**config.mk**
```make
export PLATFORM = sky130hd
export DESIGN_NAME = hazard_tracker
export DESIGN_NICKNAME = d
export VERILOG_FILES = /design/src/rtl/core_pkg.sv /design/src/rtl/operand_resolver.sv /design/src/rtl/hazard_tracker.sv
export SDC_FILE = /design/constraint.sdc
export NUM_CORES = 1
export LEC_CHECK = 0
export CORE_UTILIZATION = 41
export CTS_CLUSTER_SIZE = 40
export DETAILED_ROUTE_END_ITERATION = 10
export MAX_ROUTING_LAYER = met4
export PLACE_DENSITY = 0.85
export SETUP_SLACK_MARGIN = 0.15
export SLEW_MARGIN = 25
export SYNTH_ARGS = -nofsm -noshare
export SYNTH_HDL_FRONTEND = slang
export SYNTH_HIERARCHICAL = 1
export SYNTH_SLANG_ARGS = --single-unit
export TNS_END_PERCENT = 10
```
**constraint.sdc**
```tcl
create_clock -name clk -period 2.8 [get_ports clk]
set_input_delay 0.56 -clock clk [delete_from_list [all_inputs] [get_ports clk]]
set_output_delay 0.56 -clock clk [all_outputs]
set_load 0.02 [all_outputs]
```
**src/rtl/core_pkg.sv**
```systemverilog
// Shared constants and in-flight write metadata for the RV32E hazard tracker.
package core_pkg;

   localparam int unsigned XLEN   = 32;
   localparam int unsigned REG_AW = 4;
   localparam int unsigned LAT_W  = 2;

   // One post-ID pipeline slot: who writes what, and from which slot the result is on the bus
   typedef struct packed {
      logic              valid;
      logic              we;
      logic [REG_AW-1:0] rd;
      logic [LAT_W-1:0]  lat;
   } inflight_entry_t;

endpackage

```
**src/rtl/operand_resolver.sv**
```systemverilog
// Resolves one ID-stage source operand against the in-flight write entries.
module operand_resolver
   import core_pkg::*;
#(
   parameter int unsigned DEPTH = 4,
   parameter int unsigned DW    = XLEN
) (
   input  inflight_entry_t       i_entries [DEPTH],
   input  logic [REG_AW-1:0]     i_rs,
   input  logic                  i_rs_en,
   input  logic [DW-1:0]         i_rf_data,
   input  logic [DEPTH*DW-1:0]   i_stage_data,
   output logic [DW-1:0]         o_data,
   output logic                  o_fwd,
   output logic                  o_unresolved
);

   // Priority search: scan oldest to youngest so the lowest matching index wins
   always_comb begin
      o_data       = i_rf_data;
      o_fwd        = 1'b0;
      o_unresolved = 1'b0;
      if (i_rs_en && (i_rs != '0)) begin
         for (int i = int'(DEPTH) - 1; i >= 0; i--) begin
            if (i_entries[i].valid && i_entries[i].we && (i_entries[i].rd == i_rs)) begin
               if (int'(i_entries[i].lat) <= i) begin
                  o_data       = i_stage_data[i*int'(DW) +: DW];
                  o_fwd        = 1'b1;
                  o_unresolved = 1'b0;
               end else begin
                  o_data       = i_rf_data;
                  o_fwd        = 1'b0;
                  o_unresolved = 1'b1;
               end
            end
         end
      end
   end

endmodule

```
**src/rtl/hazard_tracker.sv**
```systemverilog
// In-flight write tracker: destination shift register, operand forwarding/stall and perf counters.
// XLEN/REG_AW/LAT_W must match core_pkg since the entry struct is declared there.
module hazard_tracker
   import core_pkg::*;
#(
   parameter int unsigned DEPTH  = 4,
   parameter int unsigned XLEN   = core_pkg::XLEN,
   parameter int unsigned REG_AW = core_pkg::REG_AW,
   parameter int unsigned LAT_W  = core_pkg::LAT_W,
   parameter int unsigned CNT_W  = 32
) (
   input  logic                    clk,
   input  logic                    rst_n,
   input  logic                    id_valid,
   input  logic [REG_AW-1:0]       id_rs1,
   input  logic [REG_AW-1:0]       id_rs2,
   input  logic                    id_rs1_en,
   input  logic                    id_rs2_en,
   input  logic [REG_AW-1:0]       id_rd,
   input  logic                    id_we,
   input  logic [LAT_W-1:0]        id_lat,
   input  logic                    flush,
   input  logic [XLEN-1:0]         rf_rs1_data,
   input  logic [XLEN-1:0]         rf_rs2_data,
   input  logic [DEPTH*XLEN-1:0]   stage_data,
   output logic [XLEN-1:0]         rs1_data,
   output logic [XLEN-1:0]         rs2_data,
   output logic                    fwd_rs1,
   output logic                    fwd_rs2,
   output logic                    stall,
   output logic                    wb_we,
   output logic [REG_AW-1:0]       wb_rd,
   output logic [CNT_W-1:0]        perf_stall_cnt,
   output logic [CNT_W-1:0]        perf_fwd_cnt
);

   inflight_entry_t    r_entries [DEPTH];
   inflight_entry_t    w_new_entry;
   logic               w_rs1_unres;
   logic               w_rs2_unres;
   logic               w_issue;
   logic [CNT_W-1:0]   r_stall_cnt;
   logic [CNT_W-1:0]   r_fwd_cnt;

   operand_resolver #(.DEPTH(DEPTH), .DW(XLEN)) u_res_rs1 (
      .i_entries    (r_entries),
      .i_rs         (id_rs1),
      .i_rs_en      (id_rs1_en),
      .i_rf_data    (rf_rs1_data),
      .i_stage_data (stage_data),
      .o_data       (rs1_data),
      .o_fwd        (fwd_rs1),
      .o_unresolved (w_rs1_unres)
   );

   operand_resolver #(.DEPTH(DEPTH), .DW(XLEN)) u_res_rs2 (
      .i_entries    (r_entries),
      .i_rs         (id_rs2),
      .i_rs_en      (id_rs2_en),
      .i_rf_data    (rf_rs2_data),
      .i_stage_data (stage_data),
      .o_data       (rs2_data),
      .o_fwd        (fwd_rs2),
      .o_unresolved (w_rs2_unres)
   );

   // Stall on any unresolved source; a flushed ID instruction never stalls
   assign stall   = id_valid & ~flush & (w_rs1_unres | w_rs2_unres);
   assign w_issue = id_valid & ~stall & ~flush;

   // Writes to x0 are dropped at entry so they never match a source
   always_comb begin
      w_new_entry       = '0;
      w_new_entry.valid = 1'b1;
      w_new_entry.we    = id_we & (id_rd != '0);
      w_new_entry.rd    = id_rd;
      w_new_entry.lat   = id_lat;
   end

   // Free-running shift register: the ID instruction or a bubble enters entry 0
   always_ff @(posedge clk or negedge rst_n) begin
      if (!rst_n) begin
         for (int i = 0; i < int'(DEPTH); i++) r_entries[i] <= '0;
      end else begin
         r_entries[0] <= w_issue ? w_new_entry : '0;
         for (int i = 1; i < int'(DEPTH); i++) r_entries[i] <= r_entries[i-1];
      end
   end

   // Saturating stall and forward-use counters
   always_ff @(posedge clk or negedge rst_n) begin
      if (!rst_n) begin
         r_stall_cnt <= '0;
         r_fwd_cnt   <= '0;
      end else begin
         if (stall && (r_stall_cnt != '1)) r_stall_cnt <= r_stall_cnt + CNT_W'(1);
         if (w_issue && (fwd_rs1 || fwd_rs2) && (r_fwd_cnt != '1)) r_fwd_cnt <= r_fwd_cnt + CNT_W'(1);
      end
   end

   assign wb_we          = r_entries[DEPTH-1].valid & r_entries[DEPTH-1].we;
   assign wb_rd          = r_entries[DEPTH-1].rd;
   assign perf_stall_cnt = r_stall_cnt;
   assign perf_fwd_cnt   = r_fwd_cnt;

endmodule

```
==> results by group, run 1 <==
Power and ir drop
  • Switching Share: about a third
  • Comb power frac: a little over a third
  • Total Power: 4024 uW
  • Leakage power: between 0.006 and 0.007 uW
  • Int Pwr: 2744 uW
  • Seq pwr share: 34.9%
  • PwrDens: 267.8 nW/um^2
  • NetSw: 1280 uW
  • Clock Power Share: between 20% and 30%
  • Maximum VDD drop: 0.3471 mV

Placement
  • Buffers on Ports: 348
  • HPWL after DPL: 28600 um
  • Final GP Congestion: 0.9939

Timing
  • Final worst slack: -0.4191 ns
  • Setup_tns: -19.06 ns
  • Fmax: 0.3106 GHz
  • Worst-Margin Slew: between 1 and 1.5 ns
  • Clock skew: 0.009295 ns
  • Final Hold Viols: 0
  • Final Critical Period: 3.219 ns
  • Slew Viols, Final: 0
  • Slew headroom: 32.53%
  • Tcrit/Tclk final: 115.0%
  • Hold WS: 0.1367 ns
  • Final setup viols: 109
  • RSZ-0062 raised after global routing: yes

Die
  • Die W: 151.5 um
  • Io pins: 349
  • Initial Utilization: 41.86%
  • Rows: 54
  • Die Ht: between 150 and 200 um
  • Die area: 22950 um^2
  • Core area: 21890 um^2

Critical path
  • Critical path type: in -> reg
  • Worst reg-to-reg path cell count: 14
  • CP top delay family: simple AND/OR/NAND/NOR gates
  • Crit-path slowest cell: or4b_4
  • Required time worst endpoint: about 3 ns
  • CP Buf/Inv Count: 5
  • Crit Reg-Reg Startpoint: r_entries[18]
  • Critical path peak fanout: 5
  • WP data arrival: approximately 3.5 ns
  • Worst path cell trace: buf_6, buf_6, xor2_1, nor3_2, nand4_1, buf_4, nand3_2, o21ai_1, and3_4, or4b_4, inv_4, and4b_2, nand4_1, buf_4, nor4_4, xor2_1
  • Startpoint types: primary input
  • Slowest stage delay, CP: 0.52 ns
  • Reg-to-reg setup timing slack: -0.39 ns
  • Reg2reg end: perf_fwd_cnt[29]
  • CP Capture Type: flip-flop

Cells and area
  • Fillcell total: 1677
  • Synth-to-layout area growth: 63.95%
  • Commonest cells after routing, fill and taps aside: clkdlybuf4s50_1, buf_4, o22ai_1, dfrtp_1, nor2_1
  • Fin nets: around 1700
  • Share of cells above drive strength 1: 31.76%
  • Most common cell after layout, fill and taps aside: clkdlybuf4s50_1

GRT
  • First-pass GRT wire length: between 60000 and 70000 um
  • Aggregate global-route resource usage: 35.62%
  • Largest net degree at the start of global routing: 61
  • Vias in the first global route: between 10000 and 15000
  • Initial antenna violation count: 7
  • Congestion Overflow GR: 0

Drt
  • Drt total wl: 42070 um
  • WL/cell: 23.22 um
  • Post-route DRC: 0
  • Drt initial violations: 901
  • ANT nets after route: 0
  • Number of vias per cell: 6.168
  • Initial DRT Pass Iterations: 7
  • Vias after detailed routing: 11176

Logic synthesis
  • Synthesized cell area: 9164 um^2
  • Synth Area per Inst: 8.454 um^2
  • Syn Inst Count: 1084
  • Yosys warns: 6
  • Syn Nets: between 1000 and 1500

Outcome
  • Status: finished with violations
  • Failing checks: negative setup slack

Clock tree
  • Clock buffer depth: 2
  • Reg clk slew, reported paths: 0.07 ns
  • Root buf cell: clkbuf_16
  • Clk_lat worst skew: 0.34 ns
  • Num Clock Sinks: 94
  • CTS tree: yes
  • Hold-fix buffers at CTS: 0
  • Max H-tree Level: 3
  • CTS Buf Count: 9

Job
  • # Max-Cap Violations: 0

Min path
  • Hold WC Path Type: in -> async
-- layer usage --
| metal | up-vias | routed length [um] | global-route usage, % |
|---|---|---|---|
| met2 | 808 | 19950 | 56.89 |
| li1 | 4942 | - | - |
| met1 | 5250 | 15370 | 40.87 |
| met5 | - | 0 | - |
| met3 | 176 | 4544 | 8.952 |
| met4 | 0 | 2210 | 19.80 |
-- repair_timing --
action | 4_1_cts | 5_1_grt
endpoints found under the setup margin | 139 | 131
buffers inserted | 30 | 3
gates resized for setup | 448 | 48
gates cloned | 8 | 0
pin swaps | 103 | 48
-- registers in the layout, summed over array words and instances (netlist names) --
name / flops
perf_fwd_cnt: 32
wb_rd: 4
perf_stall_cnt: 32
r_entries: 26
-- worst reg2reg max path, stage by stage (launching register included) --
cell and delay, ns:
dfrtp_1 0.41, xor2_1 0.16, nor3_2 0.25, nand4_1 0.18, buf_4 0.18, nand3_2 0.05
o21ai_1 0.06, and3_4 0.18, or4b_4 0.52, inv_4 0.07, and4b_2 0.29, nand4_1 0.18
buf_4 0.23, nor4_4 0.15, xor2_1 0.19
-- area by class of cell --
type / count / area (um^2) / area share [%]
Antenna cell: 8 / 20.02 / 0.1332
Clock inverter: 5 / 42.54 / 0.2831
Sequential cell: 94 / 2357 / 15.69
Tap cell: 280 / 350.3 / 2.332
Timing Repair Buffer: 511 / 5185 / 34.51
Multi-Input combinational cell: 893 / 6797 / 45.24
Clock buffer: 11 / 232.7 / 1.549
Inverter: 10 / 40.04 / 0.2665
-- worst max-delay path by stage --
stage	slack (ns)	depth (start not counted)	start	end
2_1_floorplan	-0.31	13	id_rs2[0]	perf_fwd_cnt[25]
3_3_place_gp	-0.98	10	id_rs2[0]	rs2_data[6]
3_5_place_dp	-1.10	12	id_rs2[0]	perf_fwd_cnt[25]
4_1_cts	-0.24	12	r_entries[29]	perf_fwd_cnt[25]
5_1_grt	-0.52	16	id_rs2[0]	perf_fwd_cnt[29]
6_report	-0.42	16	id_rs2[0]	perf_fwd_cnt[29]
-- power groups by stage --
stage / Combinational [uW] / Clock [uW] / Sequential, uW
2_1_floorplan: 621 / 0 / 1420
3_3_place_gp: 1380 / 0 / 1430
3_5_place_dp: 1390 / 0 / 1430
4_1_cts: 1410 / 1160 / 1400
5_1_grt: 1540 / 1240 / 1410
6_report: 1460 / 1160 / 1400
-- metrics by stage --
| step | utilization (%) | setup WS (ns) | std cells | instance area, um^2 |
|---|---|---|---|---|
| detailed placement | 63.00 | -1.101 | 1747 | 13790 |
| global route | 68.62 | -0.5190 | 1811 | 15020 |
| finish | 68.63 | -0.4191 | 1812 | 15020 |
| global placement | 63.00 | -0.9821 | 1747 | 13790 |
| floorplan | - | -0.3130 | 1084 | 9258 |
| CTS | 67.54 | -0.2414 | 1801 | 14780 |
(Power assumes the default switching activity.)
==> run 2, diff against run 1 <==
--- a/config.mk
+++ b/config.mk
@@ -5,13 +5,13 @@
 export SDC_FILE = /design/constraint.sdc
 export NUM_CORES = 1
 export LEC_CHECK = 0
+export CORE_MARGIN = 2
 export CORE_UTILIZATION = 41
 export CTS_CLUSTER_SIZE = 40
 export DETAILED_ROUTE_END_ITERATION = 10
 export MAX_ROUTING_LAYER = met4
 export PLACE_DENSITY = 0.85
-export SETUP_SLACK_MARGIN = 0.15
-export SLEW_MARGIN = 25
+export SETUP_SLACK_MARGIN = 0.05
 export SYNTH_ARGS = -nofsm -noshare
 export SYNTH_HDL_FRONTEND = slang
 export SYNTH_HIERARCHICAL = 1
==> results by group, run 2 (synthesis gave the netlist of run 1 again) <==
Drt
  • Post-route DRC: 0
  • Initial DRT Pass Iterations: 6
  • ANT nets after route: 0
  • Drt total wl: around 43000 um
  • Drt initial violations: about 1100
  • WL/cell: about 23 um
  • Vias after detailed routing: 11461
  • Number of vias per cell: 6.246

Placement
  • Pre-CTS setup slack: -1.162 ns
  • Placed insts: around 1800
  • Final GP Congestion: 0.9573
  • HPWL after DPL: 29550 um
  • Placed cell area: 13900 um^2
  • Buffers on Ports: around 350

Die
  • Die Ht: between 150 and 200 um
  • Io pins: 349
  • Core area: 21890 um^2
  • Initial Utilization: 41.86%
  • Rows: 54
  • Die area: 23560 um^2
  • Die W: 153.5 um

Clock tree
  • Max H-tree Level: 3
  • Clk_lat worst skew: 0.35 ns
  • CTS tree: yes
  • CTS Buf Count: 9
  • Reg clk slew, reported paths: 0.07 ns
  • Num Clock Sinks: 94
  • Hold-fix buffers at CTS: 0
  • Root buf cell: clkbuf_16
  • Clock buffer depth: 2

Timing
  • Final Critical Period: 3.208 ns
  • Clock skew: 0.005960 ns
  • RSZ-0062 raised after global routing: yes
  • Slew headroom: 19.79%
  • Final setup viols: 94
  • Setup_tns: -15.19 ns
  • Tcrit/Tclk final: 114.6%
  • Final worst slack: -0.4081 ns
  • Slew Viols, Final: 0
  • Worst-Margin Slew: between 1 and 1.5 ns
  • Fmax: 0.3117 GHz
  • Final Hold Viols: 0

Critical path
  • Critical path peak fanout: 5
  • Startpoint types: primary input
  • Reg-to-reg setup timing slack: -0.40 ns
  • Crit Reg-Reg Startpoint: r_entries[18]
  • CP Capture Type: flip-flop
  • Slowest stage delay, CP: 0.57 ns
  • Required time worst endpoint: around 3.1 ns
  • Reg2reg end: perf_fwd_cnt[25]
  • Crit-path slowest cell: or4b_4
  • Worst path cell trace: clkbuf_2, buf_6, xor2_2, nor3_2, nand4_1, buf_4, nand3_2, o21ai_2, and3_4, or4b_4, inv_4, and4b_2, nand4_1, buf_4, nor3b_4, xor2_1
  • WP data arrival: 3.47 ns
  • Critical path type: in -> reg
  • Worst reg-to-reg path cell count: 14

Cells and area
  • Commonest cells after routing, fill and taps aside: clkdlybuf4s50_1, buf_4, o22ai_1, nor2_1, dfrtp_1
  • Most common cell after layout, fill and taps aside: clkdlybuf4s50_1
  • Fin area: ~15000 um^2
  • Share of cells above drive strength 1: 34.30%
  • Final Non-Filler Cells: about 1800
  • Fin nets: 1761
  • Synth-to-layout area growth: 67.15%

Outcome
  • Status: finished with violations
  • Failing checks: negative setup slack

Power and ir drop
  • Leakage power: approximately 0.0064 uW
  • Switching Share: 31.12%
  • NetSw: 1319 uW
  • Int Pwr: 2918 uW
  • PwrDens: approximately 280 nW/um^2
  • Clock Power Share: 30.6%
  • Maximum VDD drop: 0.2815 mV
  • Seq pwr share: 33.2%
  • Comb power frac: 36.1%

GRT
  • Aggregate global-route resource usage: 33.92%
  • Largest net degree at the start of global routing: 55
  • Initial antenna violation count: 4
  • Congestion Overflow GR: 0
  • Vias in the first global route: 11283
  • First-pass GRT wire length: slightly above 60000 um

Min path
  • Hold WC Path Type: in -> async

Job
  • # Max-Cap Violations: 0
## run 2: final cells by class
cell class              count  area (um^2)
multi-input cells         895         6917
fillers                  1608         6574
repair buffers            536         5320
flip-flops and latches     94         2361
well taps                 280        350.3
clock buffers              11        252.7
clock inverters             5        66.31
inverters                  10        40.04
diodes                      4        10.01
## run 2: repair_timing
item / CTS / global route
gates resized for setup: 359 / 161
endpoints found under the setup margin: 138 / 125
setup buffers: 23 / 24
pin swaps: 62 / 59
gates cloned: 4 / 3
## run 2: worst max-delay path: cells and delay by family
kind	cells	cell delay, ns
AOI/OAI and AO/OA	1	0.05
buffers and inverters	5	0.69
xor gates and xnor gates	2	0.36
and+or+nand+nor	8	1.81
## run 2: worst max path at each step
stage | startpoint | to | slack (ns) | depth (start not counted)
after floorplan | id_rs2[0] | perf_fwd_cnt[25] | -0.31 | 13
after global placement | id_rs2[0] | perf_fwd_cnt[27] | -1.05 | 12
after detailed placement | id_rs2[0] | perf_fwd_cnt[29] | -1.16 | 12
after CTS | r_entries[21] | perf_fwd_cnt[29] | -0.33 | 12
after global routing | r_entries[18] | perf_fwd_cnt[29] | -0.50 | 14
final | id_rs2[2] | perf_fwd_cnt[25] | -0.41 | 16
## run 2: through the flow
stage	util (%)	power (uW)	hold slack, ns
CTS	67.30	4154	0.2828
floorplan	-	2044	0.2644
global route	69.97	4391	0.3015
finish	69.97	4237	0.2412
global placement	63.49	2842	0.3340
detailed placement	63.49	2862	0.3347
## run 2: per-layer routing
layer / part of all wire (%) / vias to the layer above / track usage [%]
met5: 0 / - / -
met4: 5.9 / 0 / 17.04
met3: 9.8 / 214 / 6.483
met2: 48 / 821 / 54.84
met1: 37 / 5442 / 40.52
li1: - / 4984 / -
## run 2: power groups by stage
stage	combinational (uW)	clock [uW]	sequential [uW]
after floorplan	621	0	1420
after global placement	1410	0	1430
after detailed placement	1430	0	1430
after CTS	1440	1310	1410
after global routing	1600	1380	1410
final	1530	1300	1410
